<file path="src/rtl/hd_serial_rx_if.sv">
// Serial-in / frame-out bundle for hd_serial_rx.
// slave: in_valid,in_bit,out_ready in; frame, flags out. master: reverse.
interface hd_serial_rx_if;
  logic       in_valid;
  logic       in_bit;
  logic       out_ready;
  logic       out_valid;
  logic [6:0] code_word1;
  logic [6:0] code_word2;
  logic [1:0] err_flag;
  logic       timeout_err;
  logic       overflow;

  modport master (
    output in_valid, in_bit, out_ready,
    input  out_valid, code_word1, code_word2,
    input  err_flag, timeout_err, overflow
  );

  modport slave (
    input  in_valid, in_bit, out_ready,
    output out_valid, code_word1, code_word2,
    output err_flag, timeout_err, overflow
  );
endinterface

</file>
<file path="src/rtl/hd_serial_rx.sv">
// Deserialises two 7-bit Hamming codewords, flags nonzero syndromes.
// Ports: clk, rst_n (async low), bus (slave: serial in, frame out).
module hd_serial_rx #(
  parameter int TIMEOUT = 4
) (
  input  logic          clk,
  input  logic          rst_n,
  hd_serial_rx_if.slave bus
);

  typedef enum logic {IDLE, RECV} state_t;

  state_t      state_q;
  logic [3:0]  bit_cnt_q;
  logic [3:0]  idle_cnt_q;
  logic [13:0] shift_q;
  logic        out_valid_q;
  logic [6:0]  cw1_q;
  logic [6:0]  cw2_q;
  logic [1:0]  err_q;
  logic        tmo_q;
  logic        ovf_q;

  logic [13:0] frame_d;
  logic [1:0]  err_d;
  logic        done;

  function automatic logic syn_nz(input logic [6:0] w);
    logic s1, s2, s3;
    s1 = w[6] ^ w[3] ^ w[2] ^ w[1];
    s2 = w[5] ^ w[3] ^ w[2] ^ w[0];
    s3 = w[4] ^ w[3] ^ w[1] ^ w[0];
    return s1 | s2 | s3;
  endfunction

  always_comb begin
    frame_d = {shift_q[12:0], bus.in_bit};
    err_d   = {syn_nz(frame_d[13:7]),
               syn_nz(frame_d[6:0])};
    done    = (state_q == RECV) && bus.in_valid
           && (bit_cnt_q == 4'd13);
  end

  always_ff @(posedge clk or negedge rst_n) begin
    if (!rst_n) begin
      state_q     <= IDLE;
      bit_cnt_q   <= '0;
      idle_cnt_q  <= '0;
      shift_q     <= '0;
      out_valid_q <= 1'b0;
      cw1_q       <= '0;
      cw2_q       <= '0;
      err_q       <= '0;
      tmo_q       <= 1'b0;
      ovf_q       <= 1'b0;
    end else begin
      tmo_q <= 1'b0;
      unique case (state_q)
        IDLE: begin
          if (bus.in_valid) begin
            state_q    <= RECV;
            bit_cnt_q  <= 4'd1;
            idle_cnt_q <= '0;
            shift_q    <= {13'b0, bus.in_bit};
          end
        end
        RECV: begin
          if (bus.in_valid) begin
            shift_q    <= frame_d;
            idle_cnt_q <= '0;
            if (done) begin
              state_q   <= IDLE;
              bit_cnt_q <= '0;
            end else begin
              bit_cnt_q <= bit_cnt_q + 4'd1;
            end
          end else if (idle_cnt_q == 4'(TIMEOUT - 1)) begin
            state_q    <= IDLE;
            bit_cnt_q  <= '0;
            idle_cnt_q <= '0;
            tmo_q      <= 1'b1;
          end else begin
            idle_cnt_q <= idle_cnt_q + 4'd1;
          end
        end
        default: state_q <= IDLE;
      endcase

      // A held frame that is not being taken blocks the new one.
      if (done) begin
        if (!out_valid_q || bus.out_ready) begin
          out_valid_q <= 1'b1;
          cw1_q       <= frame_d[13:7];
          cw2_q       <= frame_d[6:0];
          err_q       <= err_d;
        end else begin
          ovf_q <= 1'b1;
        end
      end else if (out_valid_q && bus.out_ready) begin
        out_valid_q <= 1'b0;
      end
    end
  end

  assign bus.out_valid   = out_valid_q;
  assign bus.code_word1  = cw1_q;
  assign bus.code_word2  = cw2_q;
  assign bus.err_flag    = err_q;
  assign bus.timeout_err = tmo_q;
  assign bus.overflow    = ovf_q;

endmodule

</file>
<file path="src/flat_wrapper.sv">
// flat-port wrapper written by rule: the top's interface ports become plain ports
module hd_serial_rx_flat 
#(
  parameter int TIMEOUT = 4
)
  (clk, rst_n, bus_in_valid, bus_in_bit, bus_out_ready, bus_out_valid, bus_code_word1, bus_code_word2, bus_err_flag, bus_timeout_err, bus_overflow);
  hd_serial_rx_if bus_i ();
  input  logic clk;
  input  logic rst_n;
  input wire logic [$bits(bus_i.in_valid)-1:0] bus_in_valid;
  input wire logic [$bits(bus_i.in_bit)-1:0] bus_in_bit;
  input wire logic [$bits(bus_i.out_ready)-1:0] bus_out_ready;
  output wire logic [$bits(bus_i.out_valid)-1:0] bus_out_valid;
  output wire logic [$bits(bus_i.code_word1)-1:0] bus_code_word1;
  output wire logic [$bits(bus_i.code_word2)-1:0] bus_code_word2;
  output wire logic [$bits(bus_i.err_flag)-1:0] bus_err_flag;
  output wire logic [$bits(bus_i.timeout_err)-1:0] bus_timeout_err;
  output wire logic [$bits(bus_i.overflow)-1:0] bus_overflow;
  assign bus_i.in_valid = bus_in_valid;
  assign bus_i.in_bit = bus_in_bit;
  assign bus_i.out_ready = bus_out_ready;
  assign bus_out_valid = bus_i.out_valid;
  assign bus_code_word1 = bus_i.code_word1;
  assign bus_code_word2 = bus_i.code_word2;
  assign bus_err_flag = bus_i.err_flag;
  assign bus_timeout_err = bus_i.timeout_err;
  assign bus_overflow = bus_i.overflow;
  hd_serial_rx #(.TIMEOUT(TIMEOUT)) u_core (.clk(clk), .rst_n(rst_n), .bus(bus_i));
endmodule
</file>
<file path="config.mk">
export PLATFORM = sky130hd
export DESIGN_NAME = hd_serial_rx_flat
export DESIGN_NICKNAME = d
export VERILOG_FILES = /design/src/rtl/hd_serial_rx_if.sv /design/src/rtl/hd_serial_rx.sv /design/src/flat_wrapper.sv
export SDC_FILE = /design/constraint.sdc
export NUM_CORES = 1
export LEC_CHECK = 0
export CAP_MARGIN = 10
export CORE_UTILIZATION = 55
export CTS_CLUSTER_SIZE = 24
export DETAILED_ROUTE_END_ITERATION = 10
export PLACE_DENSITY = 0.85
export SYNTH_ARGS = -nofsm -noshare
export SYNTH_HDL_FRONTEND = slang
export SYNTH_SLANG_ARGS = --single-unit
</file>
<file path="constraint.sdc">
create_clock -name clk -period 4.8 [get_ports clk]
set_input_delay 0.48 -clock clk [delete_from_list [all_inputs] [get_ports clk]]
set_output_delay 0.48 -clock clk [all_outputs]
set_load 0.02 [all_outputs]
</file>
==> flow_metrics.tcl <==
set metrics [dict create \
    netlist_instances 163 \
    areaGrowthSynthToFinish_pct 16.3 \
    yosys-top-cells-count "dfrtp_1 (41), o21ai_0 (18), mux2_2 (16)" \
    core_mm2 0.00313 \
    power_density_mw_per_mm2 429 \
    fin_crit_sh_pct 48.5 \
    final_layout_size_suffix_gt1_share_pct 16.0 \
    wl_met1_um 1440 \
    setup_tns_ns 0 \
    cts_tree "built" \
    vias 1243 \
    cts.sinks 41 \
    synth.distinct_cells 34 \
    start_util_pct 59.8 \
    avgSynthCellArea_um2 11.5 \
    top_layer_used "met4" \
    grt-ovfl-total 0 \
    syn_area_mm2 0.00187 \
    antenna_found_initial 0 \
    hold_buffers 0 \
    synth_most_common_cell "dfrtp_1" \
    r2r_slack_ns 2.47 \
    slew_violations 0 \
    clkLatencyLatePin_ns 0.35 \
    rsz0062_at_grt "no" \
    worst_pin_slew_ns 0.865 \
    h-tree-depth 2 \
    finalSetupViolations 0 \
    wl_met3_um 121 \
    nets 195 \
    synth_flop_cell "dfrtp_1" \
    ant_nets 0 \
    firstDrtPassIters 4 \
    n_antenna_cell 0 \
    io_pins 24 \
    wl_per_cell_um 14.0 \
    synth_nets 171 \
    start_kind "flop" \
    grt_pass1_vias 1244 \
    status "finished clean" \
    cts_resized 0 \
    seq_area_frac_synth_pct 54.9 \
    numCtsBuffers 5 \
    crit_type "flop to flop" \
    crit_slowest_cell "dfrtp_1" \
    reg2reg_to "u_core.bus.code_word2[0]$_DFFE_PN0P_" \
    ys_top_cells_by_area "dfrtp_1 (55%), mux2_2 (9.6%), o21ai_0 (4.8%)" \
    ir_drop_uv 250 \
    finalHoldViolations 0 \
    routed_via_density 5.36 \
    ys_ff_latch 41 \
    max_freq_mhz 430 \
    root_buffer "clkbuf_4" \
    drc 0 \
    grt_use_total_pct 22.1 \
    fin_skew_ns 0.00646 \
    max_stage_delay_ns 0.79 \
    fin_util_pct 69.5 \
    path_cells "nand2_1, nor3_4, mux2_2" \
    die_x_um 60.3 \
    path_max_fanout 22 \
    dr.first_iter.drc_count 44 \
    crit_required_ns 5.04 \
    yosysTopAreaCell "dfrtp_1" \
    r2r-start "u_core.state_q$_DFF_PN0_" \
    globalplace.congestion 0.719 \
    hold_class "primary input to asynchronous set/reset pin" \
    post_cts_buffers 0 \
    period_needed_ns 2.33 \
    ys_warn_count 0 \
    synth_edf_count 0 \
    clk_pin_slew_worst_paths_ns 0.12 \
    crit_start "u_core.state_q$_DFF_PN0_" \
    wirelength_um 3240 \
    ys_async_sr_fraction_pct 100 \
    rows 20 \
    grt_start_max_net_pins 42 \
    wl_met2_um 1630 \
    dpl.hpwl_um 2310 \
    dieHeight_um 60.3 \
    relSlewSlack_pct 42.3 \
    cp.arrival_ns 2.56 \
    dieArea_mm2 0.00364 \
    grt_pass1_wl_um 5730 \
    cp-end-kind "flop" \
    ff2ff_path_depth 3 \
    cts_max_path_buffers 2 \
    p_leak_uw 0.00101 \
    port_buffers 23 \
    maxCapViolCount 0 \
    synth_top_area_share_pct 54.9 \
]
[how the worst max path moves through the flow]
stage / to / slack (ns) / cells after the start
5_1_grt: u_core.bus.code_word2[0]$_DFFE_PN0P_ / 2.28 / 3
2_1_floorplan: u_core.bus.code_word2[0]$_DFFE_PN0P_ / 3.07 / 6
3_5_place_dp: u_core.bus.code_word2[0]$_DFFE_PN0P_ / 2.12 / 5
6_report: u_core.bus.code_word2[0]$_DFFE_PN0P_ / 2.47 / 3
4_1_cts: u_core.bus.code_word2[0]$_DFFE_PN0P_ / 2.48 / 3
3_3_place_gp: u_core.bus.code_word1[2]$_DFFE_PN0P_ / 2.19 / 5
[layer usage]
metal,vias to the layer above,global-route usage (%)
met5,-,0
met4,0,6.98
met3,7,7.58
met2,21,34.4
met1,612,29.3
li1,603,-
[cell type report]
type                    count  area [um^2]
clock inverters             2         10.0
fillers                   240          955
flip-flops and latches     41         1030
well taps                  44         55.1
inverters                  13         48.8
clock buffers               6         41.3
multi-input cells         102          759
repair buffers             24          233
[where the power goes]
part	total, uW	leakage (uW)	internal (uW)	switching (uW)
Sequential	490	0.000548	411	79.0
Combinational	277	0.000433	149	128
Clock	164	0.0000320	55.9	108
Total	931	0.00101	617	315
[kinds of logic (layout without fill, tap and decap cells)]
| family | count (synthesis) | count (layout) | share of synthesized area (%) |
|---|---|---|---|
| DFF | 41 | 41 | 54.9 |
| and+or+nand+nor | 39 | 39 | 11.8 |
| AOI/OAI and AO/OA | 27 | 27 | 8.03 |
| buffers and inverters | 20 | 45 | 4.48 |
| muxes | 19 | 19 | 11.5 |
| xor gates and xnor gates | 14 | 14 | 7.30 |
| adders and majority gates | 3 | 3 | 2.01 |
[registers in the layout, summed over array words and instances (netlist names)]
name / count
u_core.bit_cnt_q: 4
u_core.bus.code_word1: 7
u_core.bus.code_word2: 7
u_core.bus.err_flag: 2
u_core.bus.out_valid: 1
u_core.bus.overflow: 1
u_core.bus.timeout_err: 1
u_core.idle_cnt_q: 4
u_core.shift_q: 13
u_core.state_q: 1
[critical path: cells and delay by family (launching register included)]
kind          cells  cell delay, ns
flops             1            0.79
mux               1            0.42
simple gates      2            1.00
[layout by cell type (no fill, tap or decap), types with 3 or more instances in the layout]
| master | instances |
|---|---|
| mux2_2 | 16 |
| xor2_1 | 4 |
| inv_1 | 13 |
| ha_1 | 3 |
| a21oi_1 | 4 |
| o21ai_0 | 18 |
| nand3_1 | 12 |
| xnor2_1 | 9 |
| nor2_1 | 5 |
| nand2_1 | 6 |
| dfrtp_1 | 41 |
| clkdlybuf4s50_1 | 22 |
| clkbuf_4 | 5 |
[metrics by stage]
stage	worst slack, ns	std cells	hold WS (ns)	instance area [um^2]	total power (uW)
global route	2.28	232	0.283	2170	998
CTS	2.48	232	0.262	2170	939
global placement	2.19	224	0.437	2120	752
detailed placement	2.12	224	0.449	2120	776
floorplan	3.07	163	0.184	1870	669
finish	2.47	232	0.231	2170	931
Note: power is estimated with default switching activity, not from simulation.
